`src/rtl/fcw_sequencer.sv`:
```
// Purpose: steps through the 4-entry FCW RAM, holds each note for CYCLES_PER_NOTE cycles, writes edited FCWs back.
// Latency: read issued in FETCH, fcw updated at end of LOAD; note period is CYCLES_PER_NOTE+2 cycles (+1 per edit).
// Backpressure: none; edit/play_pause pulses arriving in busy states (FETCH/LOAD/WRITE) are dropped, not queued.
//
// Ports:
//   clk, rst                 clock, asynchronous active-high reset
//   play_pause               pulse: IDLE->start, PLAY<->PAUSE
//   reverse                  level, sampled at the note-advance edge
//   edit_up / edit_down      pulses: +/- FCW_STEP on the current note (saturating)
//   ram_rd_en/ram_wr_en/ram_addr/ram_wr_data/ram_rd_data   FCW RAM port (1-cycle read latency)
//   fcw, fcw_valid, note_idx NCO drive and current note index
//
// Optional feature macro FCW_SEQ_ONESHOT_EN: when defined, a wrapping advance
// (3->0 forward, 0->3 reverse) parks in IDLE instead of fetching the next note.
module fcw_sequencer #(
    parameter int CYCLES_PER_NOTE = 12500000,
    parameter int FCW_STEP        = 16,
    parameter int COUNT_W         = 24
) (
    input  logic        clk,
    input  logic        rst,
    input  logic        play_pause,
    input  logic        reverse,
    input  logic        edit_up,
    input  logic        edit_down,
    output logic        ram_rd_en,
    output logic        ram_wr_en,
    output logic [1:0]  ram_addr,
    output logic [23:0] ram_wr_data,
    input  logic [23:0] ram_rd_data,
    output logic [23:0] fcw,
    output logic        fcw_valid,
    output logic [1:0]  note_idx
);

    typedef enum logic [2:0] {
        IDLE  = 3'd0,
        FETCH = 3'd1,
        LOAD  = 3'd2,
        PLAY  = 3'd3,
        PAUSE = 3'd4,
        WRITE = 3'd5
    } state_t;

    localparam logic [COUNT_W-1:0] COUNT_LOAD = COUNT_W'(CYCLES_PER_NOTE - 1);
    localparam logic [24:0]        STEP25     = 25'(FCW_STEP);

    state_t             state, state_nxt;
    logic [COUNT_W-1:0] count, count_nxt;
    logic [1:0]         idx, idx_nxt;
    logic [23:0]        fcw_q, fcw_nxt;
    logic [23:0]        wr_q, wr_nxt;
    logic               valid_q, valid_nxt;
    logic               ret_play, ret_nxt;   // 1: WRITE returns to PLAY, 0: to PAUSE

    logic        edit_one;
    logic [24:0] sum_up, dif_dn;
    logic [23:0] edit_val;
    logic [1:0]  idx_adv;
    logic        wrap;

    // Simultaneous up+down cancels out rather than picking a winner.
    assign edit_one = edit_up ^ edit_down;

    // 25-bit arithmetic: bit 24 flags carry (up) or borrow (down) for saturation.
    assign sum_up   = {1'b0, fcw_q} + STEP25;
    assign dif_dn   = {1'b0, fcw_q} - STEP25;
    assign edit_val = edit_up ? (sum_up[24] ? 24'hFFFFFF : sum_up[23:0])
                              : (dif_dn[24] ? 24'h000000 : dif_dn[23:0]);

    assign idx_adv  = reverse ? (idx - 2'd1) : (idx + 2'd1);
    assign wrap     = reverse ? (idx == 2'd0) : (idx == 2'd3);

    always_comb begin
        state_nxt = state;
        count_nxt = count;
        idx_nxt   = idx;
        fcw_nxt   = fcw_q;
        wr_nxt    = wr_q;
        valid_nxt = valid_q;
        ret_nxt   = ret_play;
        case (state)
            IDLE: begin
                valid_nxt = 1'b0;
                if (play_pause) state_nxt = FETCH;
            end
            FETCH: state_nxt = LOAD;
            LOAD: begin
                fcw_nxt   = ram_rd_data;
                count_nxt = COUNT_LOAD;
                valid_nxt = 1'b1;
                state_nxt = PLAY;
            end
            PLAY: begin
                if (count != '0) count_nxt = count - COUNT_W'(1);
                if (play_pause) begin
                    state_nxt = PAUSE;
                    valid_nxt = 1'b0;
                end else if (count == '0) begin
                    idx_nxt   = idx_adv;
                    state_nxt = FETCH;
`ifdef FCW_SEQ_ONESHOT_EN
                    if (wrap) begin
                        state_nxt = IDLE;
                        valid_nxt = 1'b0;
                    end
`endif
                end else if (edit_one) begin
                    wr_nxt    = edit_val;
                    ret_nxt   = 1'b1;
                    state_nxt = WRITE;
                end
            end
            PAUSE: begin
                if (play_pause) begin
                    state_nxt = PLAY;
                    valid_nxt = 1'b1;
                end else if (edit_one) begin
                    wr_nxt    = edit_val;
                    ret_nxt   = 1'b0;
                    state_nxt = WRITE;
                end
            end
            WRITE: begin
                fcw_nxt   = wr_q;
                state_nxt = ret_play ? PLAY : PAUSE;
            end
            default: state_nxt = IDLE;
        endcase
    end

    always_ff @(posedge clk or posedge rst) begin
        if (rst) begin
            state    <= IDLE;
            count    <= '0;
            idx      <= 2'd0;
            fcw_q    <= 24'd0;
            wr_q     <= 24'd0;
            valid_q  <= 1'b0;
            ret_play <= 1'b0;
        end else begin
            state    <= state_nxt;
            count    <= count_nxt;
            idx      <= idx_nxt;
            fcw_q    <= fcw_nxt;
            wr_q     <= wr_nxt;
            valid_q  <= valid_nxt;
            ret_play <= ret_nxt;
        end
    end

    // All outputs decode registered state only.
    assign ram_rd_en   = (state == FETCH);
    assign ram_wr_en   = (state == WRITE);
    assign ram_addr    = (state == FETCH || state == WRITE) ? idx : 2'd0;
    assign ram_wr_data = wr_q;
    assign fcw         = fcw_q;
    assign fcw_valid   = valid_q;
    assign note_idx    = idx;

    // A wrap only matters in one-shot builds.
`ifndef FCW_SEQ_ONESHOT_EN
    logic unused_wrap;
    assign unused_wrap = wrap;
`endif

endmodule

```
`config.mk`:
```
export PLATFORM = sky130hd
export DESIGN_NAME = fcw_sequencer
export DESIGN_NICKNAME = d
export VERILOG_FILES = /design/src/rtl/fcw_sequencer.sv
export SDC_FILE = /design/constraint.sdc
export NUM_CORES = 1
export LEC_CHECK = 0
export CORE_ASPECT_RATIO = 1.1
export CORE_MARGIN = 2
export CORE_UTILIZATION = 53
export DETAILED_ROUTE_END_ITERATION = 8
export GPL_TIMING_DRIVEN = 0
export PLACE_DENSITY = 0.79
export SETUP_SLACK_MARGIN = 0.05
export SLEW_MARGIN = 25
export SYNTH_ARGS = -nofsm -noshare
export SYNTH_HDL_FRONTEND = slang
export SYNTH_SLANG_ARGS = --single-unit
```
`constraint.sdc`:
```
create_clock -name clk -period 3.2 [get_ports clk]
set_input_delay 0.32 -clock clk [delete_from_list [all_inputs] [get_ports clk]]
set_output_delay 0.32 -clock clk [all_outputs]
set_load 0.01 [all_outputs]
```
# Word-level counts from Yosys, hierarchy flattened
# Index checks and enable logic that the tools add are counted.
[word_totals]
ff_bits = 79
input_bits = 30
[op_classes]
addsub = 5
eq_ne = 14
muxes = 29
n_bitwise = 2
reduce_logical = 13
[op_table]
columns = ["cell", "count"]
rows = [
  ["$mux 24", 8],
  ["$pmux 24 s2", 3],
  ["$add 24x5->25 const B", 1],
  ["$sub 24x5->25 const B", 1],
  ["$logic_not 24->1", 1],
  ["$reduce_bool 24->1", 1],
  ["$sub 24x1->24 const B", 1],
  ["$mux 3", 6],
  ["$ne 2x2->1 const B", 9],
  ["$pmux 3 s6", 1],
  ["$mux 1", 7],
  ["$eq 3x2->1 const B", 2],
  ["$eq 3x3->1 const B", 2],
  ["$reduce_and 3->1", 2],
  ["$reduce_and 6->1", 1],
  ["$reduce_bool 2->1", 3],
  ["$mux 2", 2],
  ["$pmux 1 s4", 1],
  ["$reduce_and 4->1", 1],
  ["$reduce_bool 4->1", 1],
  ["$eq 3x1->1 const B", 1],
  ["$logic_not 3->1", 1],
  ["$add 2x1->2 const B", 1],
  ["$pmux 1 s2", 1],
  ["other kinds (5)", 5],
]

# Logic depth before layout (Yosys ltp)
# Gate-level depths: netlist of the first run.
[depth]
ltp_word = 7
ltp_mapped = 10
mapped_depth_nobuf = 8

# Least setup slack after synthesis of the first run
# OpenSTA, ideal clock, no wires.
[synth_timing]
kind = "flip-flop to flip-flop"
startpoint = "reg fcw_q[4], in the netlist fcw[4]"
endpoint = "reg wr_q[12], in the netlist ram_wr_data[12]"
setup_ns = 0.129
t_arrival_ns = 2.281
t_required_ns = 3.071
slack_ns = 0.791
stages_incl_launch_ff = 9
n_path_buf = 1
synth_period_minus_slack_ns = 2.409
cell_sequence = "dfrtp_1 > inv_1 > ha_1 > nor3b_1 > nand2_1 > o41a_1 > buf_2 > a221oi_1 > o21ai_0"
[synth_between]
elab_chain_cells = 7
elab_cells_between_ends = 10
classes_between = "2 x add/sub; 8 x mux"
[synth_rtl]
columns = ["element", "line", "text"]
rows = [
  ["start: declaration", "51", "logic [23:0] fcw_q, fcw_nxt;"],
  ["start signal: assignment", "145", "fcw_q <= fcw_nxt;"],
  ["$sub 24x5->25 / $add 24x5->25 (equally long branches)", "67, 66", ""],
  ["$mux 24 (on tied branches)", "69, 68", ""],
  ["$mux 24 (*)", "68", "assign edit_val = edit_up ? (sum_up[24] ? 24'hFFFFFF : sum_up[23:0])"],
  ["$mux 24 (*)", "108, 118", ""],
  ["$mux 24", "99", "end else if (count == '0) begin"],
  ["$mux 24", "96", "if (play_pause) begin"],
  ["$pmux 24 s2 (*)", "82", "case (state)"],
  ["end signal: assignment", "146", "wr_q <= wr_nxt;"],
  ["end: declaration", "52", "logic [23:0] wr_q, wr_nxt;"],
]
# Mark *: on every way between the ends. The rest lies on a longest branch, timed or not. The select of a mux whose other input is x is not followed.
# A chain may end at the register's enable or synchronous reset.

# Final worst setup path of the first run
[layout_timing]
startpoint = "reg fcw_q[12], in the netlist fcw[12]"
endpoint = "reg wr_q[18], in the netlist ram_wr_data[18]"
# The elaborated chain is that of the path after synthesis.

==> results list, run 1 <==
- Type of the setup path with the least slack: reg -> reg
* Pin count of the biggest net entering global routing: 48
- For this run, the total global-route usage over all layers was measured as 28.7%.
- Initial Util: 53.9%
- Clock tree synthesis found a total of 79 sinks.
- The core region is 8320 sq um.
- Flip-flop cell with the highest count after synthesis: dfrtp_1
* Run status: complete, no violations
* Maximum clock frequency: 352 MHz
- Required arrival time at the worst endpoint: 3.45 ns
- Half-perimeter wire length after placement: 9.01 mm
- Crit path arrival time: 3.09 ns
- When the netlist entered floorplanning its net count stood at 546.
* Ratio of cells with drive above 1 in the final layout: 7.49%
- Total iterations of the first detailed-routing run: 5
- STA classifies the critical path startpoint as a flip-flop.
- Number of max-cap violations: 0
* Path depth of the worst reg2reg path: 7
- Peak supply drop: 557 uV
- Number of antenna violations at the first check in global routing: 0
* Worst setup EP type: flip-flop
* Weighted congestion at the end of routability-driven global placement: 0.917
- Top Ports: 85
- Number of fill cells: 697
* DRC Markers: 0
- Count of flip-flops with a built-in enable after synthesis: 0
- Pin slew with the least headroom to its limit: 0.932 ns
- CP Launch Point: fcw[12]$_DFFE_PP0P_
- Areal power density over the cells: 889 nW/um^2
- Critical R2R Launch: fcw[12]$_DFFE_PP0P_
- The count of nets left with antenna violations once routing finished came out at 0.
- After detailed routing, the average wire length per cell comes to 17.3 microns.
- Mean number of vias per cell: 5.84
- Total grt overflow: 0
- For this block, the via count after detailed routing is 4,233.
- Max_slew headroom: 37.3%
- The worst hold path belongs to the class in -> async.
- In this run, the number of DRC markers left after iteration 0 of detailed routing was 362.
- After clock tree synthesis, the clock-pin slew on the worst setup and hold paths is 0.08 ns.
* Die outline height: 100 microns
- The average instance in the mapped netlist occupies 8.74 sq um.
* Final setup vio count: 0
- Setup repair after global routing left no endpoint under its margin.
- Number of port buffers: 84
* Area of the multi-input gates: 2310 sq um
- Counting flops with an async set or reset pin after synthesis yields a share of 100%.
* Flops & latches, synth: 79
- The final layout contains routed wiring with a total length of 12.6 mm.
- The via count of the first global-routing pass was 4,200.
* CTS tree: built
* Clock root buffer master: clkbuf_8
- Num rows: 35
- The worst path uses 88.8% of the clock period.
- The first global-routing pass estimated 20.9 mm of wire.
* Die width: 91.7 microns
- H-tree lvl count: 3
- Hold timing on the final database bottoms out at a slack of 0.320 ns.
* Pins Over Slew Limit: 0
* DIE AREA: 9210 sq um
- Registers take 1980 sq um.
- Setup TNS: 0 ns
* Sequential cell area fraction in the yosys report: 44.1%
- Maximum clock skew at final layout: 0.00649 ns
- The synthesized netlist contains 50 unique library cells.
* Syn Inst Count: 513
* Reg2Reg Capture Point: ram_wr_data[18]$_DFFE_PP0P_
* Final layout net count: 642
- In this run the cell area of the synthesized design comes to 4480 sq um.
- 0 antenna diodes ended up in the layout.
- Summed over all cells, the static leakage comes to 2.31 nW.
* Count of yosys warnings during synthesis: 0
- Cts bufs inserted: 9
- In this run the worst path has a maximum fanout of 10.
- Compared with the post-synthesis result, the final layout area differs by 27.8%.
* Clock latency on the worst-skew pair: 0.36 ns
* R2R setup slack: 0.36 ns
- The clock passes through at most 2 buffers.
- After layout, the minimum clock period comes to 2.84 ns.
- The total count of hold-check failures in the final report came to 0.
==> routing by layer <==
| layer | wire length, microns | track usage (%) | up-vias |
|---|---|---|---|
| li1 | - | - | 2014 |
| met1 | 5240 | 37.2 | 2045 |
| met2 | 6300 | 48.8 | 156 |
| met3 | 804 | 4.94 | 18 |
| met4 | 222 | 10.2 | 0 |
| met5 | 0 | 0 | - |
==> where the power goes <==
part / internal (mW) / total (mW) / leakage (nW) / switching [mW]
Sequential: 1.34 / 1.66 / 0.908 / 0.322
Clock: 0.437 / 0.816 / 0.102 / 0.379
Combinational: 1.19 / 2.61 / 1.30 / 1.43
Total: 2.97 / 5.09 / 2.31 / 2.13
==> cell type report <==
cell class / count / area share, %
buffer: 39 / 2.99
clock buffer: 10 / 2.23
clock inverter: 6 / 1.48
inverter: 12 / 0.830
multi-input combinational: 383 / 40.4
sequential: 79 / 34.5
tap: 111 / 2.42
timing repair buffer: 85 / 15.2
==> flip-flops by register name, indices dropped and copies added (netlist names) <==
name         flops
state            3
ret_play         1
count           24
note_idx         2
fcw             24
fcw_valid        1
ram_wr_data     24
==> worst max path at each step <==
| stage | end | slack (ns) | cells past startpoint |
|---|---|---|---|
| 2_1_floorplan | ram_wr_data[12]$_DFFE_PP0P_ | 0.79 | 8 |
| 3_3_place_gp | fcw[3]$_DFFE_PP0P_ | -0.45 | 2 |
| 3_5_place_dp | ram_wr_data[18]$_DFFE_PP0P_ | 0.15 | 8 |
| 4_1_cts | ram_wr_en | 0.11 | 7 |
| 5_1_grt | ram_wr_data[18]$_DFFE_PP0P_ | 0.16 | 7 |
| 6_report | ram_wr_data[18]$_DFFE_PP0P_ | 0.36 | 7 |
==> layout by cell type, fill, tap and decap left out, types with 4 or more instances in the layout <==
| master | Yosys | layout |
|---|---|---|
| clkdlybuf4s50_1 | 0 | 84 |
| dfrtp_1 | 79 | 79 |
| nor2_1 | 75 | 75 |
| nand2_1 | 52 | 52 |
| xor2_1 | 28 | 28 |
| clkbuf_1 | 24 | 24 |
| xnor2_1 | 24 | 24 |
| o21ai_0 | 24 | 24 |
| o22ai_1 | 24 | 24 |
| a21oi_1 | 17 | 17 |
| nand3_1 | 16 | 16 |
| nor4_1 | 16 | 14 |
| buf_2 | 13 | 13 |
| nor3_1 | 12 | 12 |
| inv_1 | 12 | 11 |
| a221oi_1 | 11 | 11 |
| and3_1 | 10 | 10 |
| clkbuf_8 | 0 | 9 |
| or3_1 | 7 | 7 |
| nand4_1 | 6 | 6 |
| a31oi_1 | 6 | 6 |
| o31ai_1 | 5 | 5 |
| nor4_2 | 2 | 4 |
==> stage by stage <==
step | instances | cell area, sq um | util (%) | worst slack [ns] | power [mW]
finish | 725 | 5730 | 68.9 | 0.357 | 5.09
global route | 725 | 5730 | 68.9 | 0.160 | 5.46
CTS | 725 | 5710 | 68.6 | 0.105 | 5.09
detailed placement | 709 | 5490 | 66.0 | 0.150 | 4.27
global placement | 708 | 5460 | 65.7 | -0.445 | 4.19
floorplan | 513 | 4480 | - | 0.791 | 3.15
==> synth_stat cells (all sizes together) (2+ instances only) <==
cell type,count,area (sq um)
mux2i,3,30.0
xnor2,24,210
a31oi,6,37.5
and3,10,62.6
o31ai,5,37.5
a221oi,11,96.3
or4,2,18.8
a21oi,18,93.8
xor2,28,245
buf,15,80.1
nor2,75,282
nor3b,3,22.5
clkbuf,24,90.1
a21o,2,15.0
o22ai,24,150
and4,2,17.5
nand4b,3,26.3
inv,12,45.0
nor4b,3,41.3
nor3,12,60.1
nor4,18,125
dfrtp,79,1980
or3,7,43.8
nand3b,3,22.5
ha,3,37.5
or2,2,12.5
nand3,16,80.1
a211oi,4,35.0
nand4,6,37.5
o211ai,2,20.0
nor2b,3,18.8
nand2b,2,12.5
o221ai,2,17.5
o21ai,25,125
nand2,52,195
==> what timing repair did <==
item,4_1_cts,5_1_grt
resized for setup,0,4
hold endpoints to repair,0,0
setup endpoints to repair,0,19
hold buffers,0,0
buffers inserted,0,0
==> cell families (layout without fill, tap and decap cells) <==
kind of cell    count (synthesis)  count (layout)  share of synthesized area, %
buf+inv                        51             152                          4.80
mux                             3               3                         0.670
compound gates                105             105                          15.2
flops                          79              79                          44.1
xor+xnor                       52              52                          10.2
simple gates                  220             220                          24.3
fa+ha+maj                       3               3                         0.837
==> critical path: stages, from the launching register on <==
cell	delay, ns
dfrtp_1	0.37
buf_2	0.18
nor4_2	0.60
nand3_1	0.29
o41a_1	0.58
buf_2	0.26
a221oi_1	0.32
o21ai_0	0.11
Power figures use the tool's default switching activity.
==> run 2: changes to the inputs <==
--- a/config.mk
+++ b/config.mk
@@ -6,7 +6,6 @@
 export NUM_CORES = 1
 export LEC_CHECK = 0
 export CORE_ASPECT_RATIO = 1.1
-export CORE_MARGIN = 2
 export CORE_UTILIZATION = 53
 export DETAILED_ROUTE_END_ITERATION = 8
 export GPL_TIMING_DRIVEN = 0
==> run 2 against run 1 <==
Net effect:
- utilization is 1.7 points higher
- first-iteration DRC count is 25% lower
- non-clock buffer count stayed put
- global-route usage is 0.071 points higher
- setup slack worse by 0.0074 ns
- wire length is 3.2% lower
- total power is 2.6% lower
- critical path type is now reg -> out
- largest power group unchanged
==> results list, run 2 (same netlist as run 1, synthesis figures left out) <==
- Num rows: 34
- Crit-path most repeated cell: inv_1
- Routability-driven placement finished with a final weighted congestion of 1.00.
* Type of the setup path with the least slack: reg -> out
* Cts-stage hold buffer count: 0
- The tool flagged a number of max-cap violations equal to 0.
* CP Max Fanout: 10
* Areal power density over the cells: 874 nW/um^2
- R2R setup slack: 0.39 ns
- Number of port buffers: 84
- The first detailed-routing pass took 5 iterations.
- Half-perimeter wire length after placement: 8.89 mm
- Final core area utilization: 70.6%
- Cells along the critical path: inv_1, nor2_1, nand2_1, clkbuf_1, clkbuf_2, inv_1, clkdlybuf4s50_1
* Required arrival time at the worst endpoint: 2.88 ns
* DR vias: 4,222
* DIE AREA: 8830 sq um
- First-pass GRT wire length: 20.3 mm
- After clock tree synthesis, the setup repair step added 0 buffers.
* Worst setup slack before clock tree synthesis: 0.182 ns
- Max_slew headroom: 38.5%
* Pins Over Slew Limit: 0
- The total count of hold-check failures in the final report came to 0.
- Peak supply drop: 489 uV
- Measured along the y axis, the die boundary spans 98.5 microns.
- Clock period minus final worst setup slack: 2.85 ns
* Static Leak: 2.30 nW
- RSZ-0062 raised after global routing: no
* Cts bufs inserted: 9
- H-tree lvl count: 3
- 0 antenna diodes ended up in the layout.
* Pin slew with the least headroom to its limit: 0.915 ns
* Final layout net count: 642
- Maximum clock frequency: 351 MHz
- Once layout is complete, the cells apart from fillers number 722.
* Worst path top cell family by delay: buffers and inverters
- Compared with the post-synthesis result, the final layout area differs by 26.6%.
- Number of fill cells: 641
- In the final layout, the share of cells above drive strength 1 is 7.49%.
- CP Launch Point: state[0]$_DFFE_PP0P_
- The library cell used most frequently in the layout, excluding fill and tap cells, is clkdlybuf4s50_1.
- Clock root buffer master: clkbuf_8
- ANT nets after route: 0
* Run status: complete, no violations
- In the global route stage, met1 resource usage came out at 38.6%.
- In this design, the stage delay of the slowest critical-path cell is 0.48 ns.
- Overall routed net length: 12.2 mm
- Clock latency on the worst-skew pair: 0.37 ns
- After detailed routing, the number of remaining DRC violations is 0.
- Clock-pin slew was measured on the worst setup and hold paths at 0.10 ns.
- Clock skew on the completed layout was measured at 0.0174 ns.
* Most used routing layer in global routing: met2
- CORE AREA: 8040 sq um
- STA classifies the critical path endpoint as a primary output.
- Cell type of the slowest stage on the worst timing path: clkdlybuf4s50_1
* Cell area after placement: 5480 sq um
- Tot Pwr: 4.96 mW
* PostCTS Resize Cnt: 0
- STA classifies the critical path startpoint as a flip-flop.
- After the first detailed-routing iteration, the DRC count stood at 271.
- Global routing used 5.25% of the available met3 tracks.
* Clk sinks: 79
* Mean number of vias per cell: 5.85
* Pin count of the biggest net entering global routing: 44
* Top Ports: 85
- In the global route stage, overall resource usage came out at 28.7%.
- Critical R2R Launch: fcw[12]$_DFFE_PP0P_
- Worst min-delay path class: in -> async
- Number of global-route vias before repair: 4,097
* Post-Layout Inst Area: 5680 sq um
- Setup violations remaining at the end of the flow were counted as 0.
* CTS tree: built
- Initial Util: 55.8%
- Met2 Resource Use GR: 46.3%
- Total grt overflow: 0
* Commonest cells after routing, fill and taps aside: clkdlybuf4s50_1, dfrtp_1, nor2_1, nand2_1, xor2_1
- Dividing the final minimum period by the clock period gives 89.1%.
- Final worst slack: 0.350 ns
* Average wire length per cell after detail routing: 16.8 microns
* Number of antenna violations at the first check in global routing: 0
* Worst path bufs/invs: 5
- Maximum clock insertion buffer count: 2
* Die width: 89.7 microns
- Data arrives at the worst endpoint at 2.53 ns.
- The number of placed instances, taps included, is 706.
## run 2: changes by cell type in the layout (fill, tap and decap cells not counted), sizes merged
cell,previous run,this run
clkinv,2,3
clkinvlp,2,0
inv,12,16
clkbuf,34,33
bufinv,2,0
## run 2: final timing paths
path	to	cells after the start
worst max-delay path	ram_wr_en	7
worst min-delay path	count[23]$_DFFE_PP0P_	2
worst max register to register	ram_wr_data[16]$_DFFE_PP0P_	7
worst min register to register	note_idx[1]$_DFFE_PP0P_	1
max in group asynchronous	fcw[5]$_DFFE_PP0P_	3
min in group clk	note_idx[1]$_DFFE_PP0P_	1
## run 2: worst reg2reg max path, stage by stage (launching register included)
cell and delay [ns]:
dfrtp_1 0.38, buf_2 0.17, nor4_2 0.59, nand3_1 0.28
o41a_1 0.59, buf_2 0.27, a221oi_1 0.32, o21ai_0 0.11
## run 2: final cells by class
| cell class | instances | area (sq um) | share of cell area (%) |
|---|---|---|---|
| flip-flops and latches | 79 | 1980 | 34.8 |
| inverters | 12 | 47.5 | 0.837 |
| clock inverters | 7 | 53.8 | 0.948 |
| well taps | 108 | 135 | 2.38 |
| multi-input cells | 383 | 2310 | 40.7 |
| plain buffers | 39 | 171 | 3.02 |
| clock buffers | 9 | 124 | 2.18 |
| repair buffers | 85 | 861 | 15.2 |
## run 2: where the power goes
part	internal (mW)	leakage, nW	switching (mW)
clock network	0.291	0.0948	0.400
logic	1.19	1.29	1.42
registers	1.34	0.908	0.317
## run 2: per-layer routing
| layer | part of all wire (%) | up-vias |
|---|---|---|
| met5 | 0 | - |
| met4 | 2.1 | 0 |
| met3 | 5.4 | 21 |
| met2 | 47 | 140 |
| met1 | 46 | 2054 |
| li1 | - | 2007 |
## run 2: stage by stage
step | setup TNS, ns | hold WS, ns
6_report | 0 | 0.328
2_1_floorplan | 0 | 0.470
5_1_grt | 0 | 0.378
4_1_cts | 0 | 0.341
3_3_place_gp | -30.53 | 0.477
3_5_place_dp | 0 | 0.484
==> run 3: changes to the inputs <==
--- a/config.mk
+++ b/config.mk
@@ -5,11 +5,12 @@
 export SDC_FILE = /design/constraint.sdc
 export NUM_CORES = 1
 export LEC_CHECK = 0
+export ABC_AREA = 1
 export CORE_ASPECT_RATIO = 1.1
-export CORE_UTILIZATION = 53
+export CORE_UTILIZATION = 55
 export DETAILED_ROUTE_END_ITERATION = 8
 export GPL_TIMING_DRIVEN = 0
-export PLACE_DENSITY = 0.79
+export PLACE_DENSITY = 0.8
 export SETUP_SLACK_MARGIN = 0.05
 export SLEW_MARGIN = 25
 export SYNTH_ARGS = -nofsm -noshare
==> constraint.sdc (replaced) <==
create_clock -name clk -period 3.1 [get_ports clk]
set_input_delay 0.31 -clock clk [delete_from_list [all_inputs] [get_ports clk]]
set_output_delay 0.31 -clock clk [all_outputs]
set_load 0.01 [all_outputs]
==> run 3 against run 2 <==
Net effect:
- sequential cell count is the same
- synthesized cell count rose by 53%
- combinational power is 39% higher
- clock-buffer cell count grew 1
- critical endpoint is now ram_wr_data[6]$_DFFE_PP0P_
==> results list, run 3 <==
* Number of failing hold endpoints at the final stage: 0
* Number of antenna violations at the first check in global routing: 0
* CTS tree: built
* Pin slew with the least headroom to its limit: 0.707 ns
- STA puts the critical path data arrival time at 2.62 ns.
- Critical R2R Launch: fcw[4]$_DFFE_PP0P_
- Cell type contributing the most total cell area after synthesis: dfrtp_1
* Switching share of power: 48.2%
* Worst setup EP type: flip-flop
- In the post-synthesis netlist, the biggest area contributors are dfrtp_1, nand2_1, nor2_1.
* CP Max Fanout: 10
- The area growth from synthesis to layout is 22.1%.
- Mean number of vias per cell: 5.72
- Die width: 96.0 microns
- In this run the count of I/O pins placed on the die edge is 85.
* RSZ-0062 raised after global routing: no
* Distinct cell type count after synthesis: 39
- Syn Inst Count: 787
- Clk sinks: 79
* CORE AREA: 9400 sq um
* Commonest cells after routing, fill and taps aside: nand2_1, nor2_1, clkdlybuf4s50_1, dfrtp_1
* Worst min-delay path class: in -> async
- For flop-to-flop paths, the worst setup slack is 0.74 ns.
* Initial Util: 56.9%
- Final hold analysis gives a worst-case slack of 0.298 ns.
- Violation count after the first detailed-route iteration: 399
- Average wire length per cell after detail routing: 16.6 microns
* All-Layer GR Usage: 34.9%
- The die covers 10,100 sq um.
- ANT nets after route: 0
- The later pin in the worst-skew pair is clocked with a latency of 0.38 ns.
- Flip-flop cell with the highest count after synthesis: dfrtp_1
- First-pass GRT wire length: 26.9 mm
- The routed layout has 5,746 vias.
* Number of global-route vias before repair: 5,646
- Run status: complete, no violations
- Commonest non-fill, non-tap cell in the layout: nand2_1
- Fraction of power consumed by sequential logic: 30.9%
- The tree is rooted in a clkbuf_8.
- In this run the core area contains 37 standard-cell rows.
- Weighted congestion at the end of routability-driven global placement: 1.00
- For the worst setup path, the data required time is 3.36 ns.
* DRC Markers: 0
- The worst register-to-register path ends at ram_wr_data[6]$_DFFE_PP0P_.
- Across the routed clock network, the largest skew measured is 0.0114 ns.
- Sort of element at the start of the critical path: flip-flop
* Die outline height: 105 microns
- For this run, the register share of the synthesized area comes to 37.0%.
* Share of async-settable or async-resettable flops after synthesis: 100%
* Overall routed net length: 16.7 mm
- NetSw: 3.02 mW
* Cts bufs inserted: 9
* Path depth of the worst reg2reg path: 10
- The H-tree generated during clock tree synthesis spans 3 levels.
- Counting the fill cells in the layout gives 822.
* Maximum clock frequency: 424 MHz
- Maximum clock insertion buffer count: 2
- Final layout net count: 916
- Pins Over Slew Limit: 0
- Measured against its own limit, the worst slew margin works out to 52.5%.
- Count of flip-flops with a built-in enable after synthesis: 0
- Static Leak: 3.07 nW
- Summed over all nets, the half-perimeter wirelength after detailed placement is 12.6 mm.
* Final critical-path share of the clock period: 76.1%
- Total grt overflow: 0
* Cts-stage hold buffer count: 0
- Clock period minus final worst setup slack: 2.36 ns
* Number of max-cap violations: 0
- Clock-pin transition on the worst setup and hold timing paths: 0.09 ns
- The worst-case IR drop observed on VDD is 555 uV.
- In the post-synthesis netlist, the cell with the most instances is nand2_1.
* Portion of total power attributed to combinational logic: 57.9%
* Footprint of the flip-flops and latches: 1980 sq um
- In this run the biggest area consumer among cell types represents 37.0% of the synthesized area.
- Power share of the clock group: 11.3%
- In this run the power density over the cells is 961 nW/um^2.
- Number of port buffers: 84
- Pin count of the biggest net entering global routing: 47
- Count of yosys warnings during synthesis: 0
- Flops & latches, synth: 79
* Final setup vio count: 0
* Diodes inserted: 0
- In the final layout, the share of cells above drive strength 1 is 8.90%.
- The number of nets in the synthesized netlist is 820.
* Total iterations of the first detailed-routing run: 6
* Tot Pwr: 6.27 mW
- PostCTS Resize Cnt: 0
- Final core area utilization: 69.4%
* Post-CTS Setup Bufs: 0
- The commonest cells after synthesis are nand2_1, nor2_1, dfrtp_1.
- Type of the setup path with the least slack: reg -> reg
- Average size of a mapped cell: 6.79 sq um
- Area of the multi-input gates: 2930 sq um
* Int Power: 3.25 mW
- In this run the cell area of the synthesized design comes to 5340 sq um.
-- run 3: cell types whose count changed after synthesis, moves of 12 or more --
cell,before,now
xnor2_1,24,7
nand3_1,16,51
nand2_1,52,234
nor2_1,75,156
nor4_1,16,0
nand4_1,6,18
clkbuf_1,24,5
o21ai_0,24,38
inv_1,12,52
-- run 3: how the worst max path moves through the flow --
stage	from	endpoint	slack [ns]
after global routing	fcw[4]$_DFFE_PP0P_	ram_wr_data[18]$_DFFE_PP0P_	0.57
after global placement	rst	fcw[20]$_DFFE_PP0P_	-0.45
after CTS	fcw[4]$_DFFE_PP0P_	ram_wr_data[6]$_DFFE_PP0P_	0.83
after detailed placement	edit_up	ram_wr_data[4]$_DFFE_PP0P_	0.77
after floorplan	rst	count[0]$_DFFE_PP0P_	0.77
final	fcw[4]$_DFFE_PP0P_	ram_wr_data[6]$_DFFE_PP0P_	0.74
-- run 3: logic make-up (layout without fill, tap and decap cells) --
group / Yosys count / after routing / share of synthesized area, %
compound gates: 91 / 91 / 10.0
xor+xnor: 34 / 34 / 5.57
fa+ha+maj: 3 / 3 / 0.702
buf+inv: 91 / 192 / 8.10
flops: 79 / 79 / 37.0
mux: 1 / 1 / 0.211
simple gates: 488 / 488 / 38.4
-- run 3: worst max-delay path: stages (launching register included) --
cell	delay [ns]
dfrtp_1	0.56
inv_1	0.26
ha_1	0.34
nand3_2	0.18
nor2_2	0.18
nand4_1	0.12
nand2_2	0.18
buf_6	0.18
nor2_1	0.05
o21ai_1	0.13
nand2_1	0.07
-- run 3: metrics by stage --
| step | setup TNS (ns) | cell area (sq um) | setup WS [ns] | std cells |
|---|---|---|---|---|
| finish | 0 | 6530 | 0.740 | 1005 |
| global placement | -35.30 | 6330 | -0.451 | 988 |
| CTS | 0 | 6530 | 0.828 | 1005 |
| detailed placement | 0 | 6360 | 0.769 | 989 |
| floorplan | 0 | 5340 | 0.767 | 787 |
| global route | 0 | 6530 | 0.575 | 1005 |
-- run 3: area by class of cell --
type / count / share of cell area [%]
Multi-Input combinational cell: 617 / 45.0
Sequential cell: 79 / 30.3
Timing Repair Buffer: 85 / 13.3
Inverter: 58 / 3.41
Buffer: 33 / 3.26
Tap cell: 117 / 2.24
Clock buffer: 10 / 1.96
Clock inverter: 6 / 0.575
-- run 3: layer usage --
metal / track usage [%] / routed length, microns
met5: 0 / 0
met4: 18.9 / 667
met3: 5.56 / 1090
met2: 59.0 / 8430
met1: 41.7 / 6490
-- run 3: power by group through the flow --
stage,clock network (mW),logic [mW],registers [mW]
2_1_floorplan,0,2.14,1.96
3_3_place_gp,0,3.45,1.92
3_5_place_dp,0,3.57,1.93
4_1_cts,0.705,3.59,1.92
5_1_grt,0.744,4.00,1.99
6_report,0.707,3.63,1.94
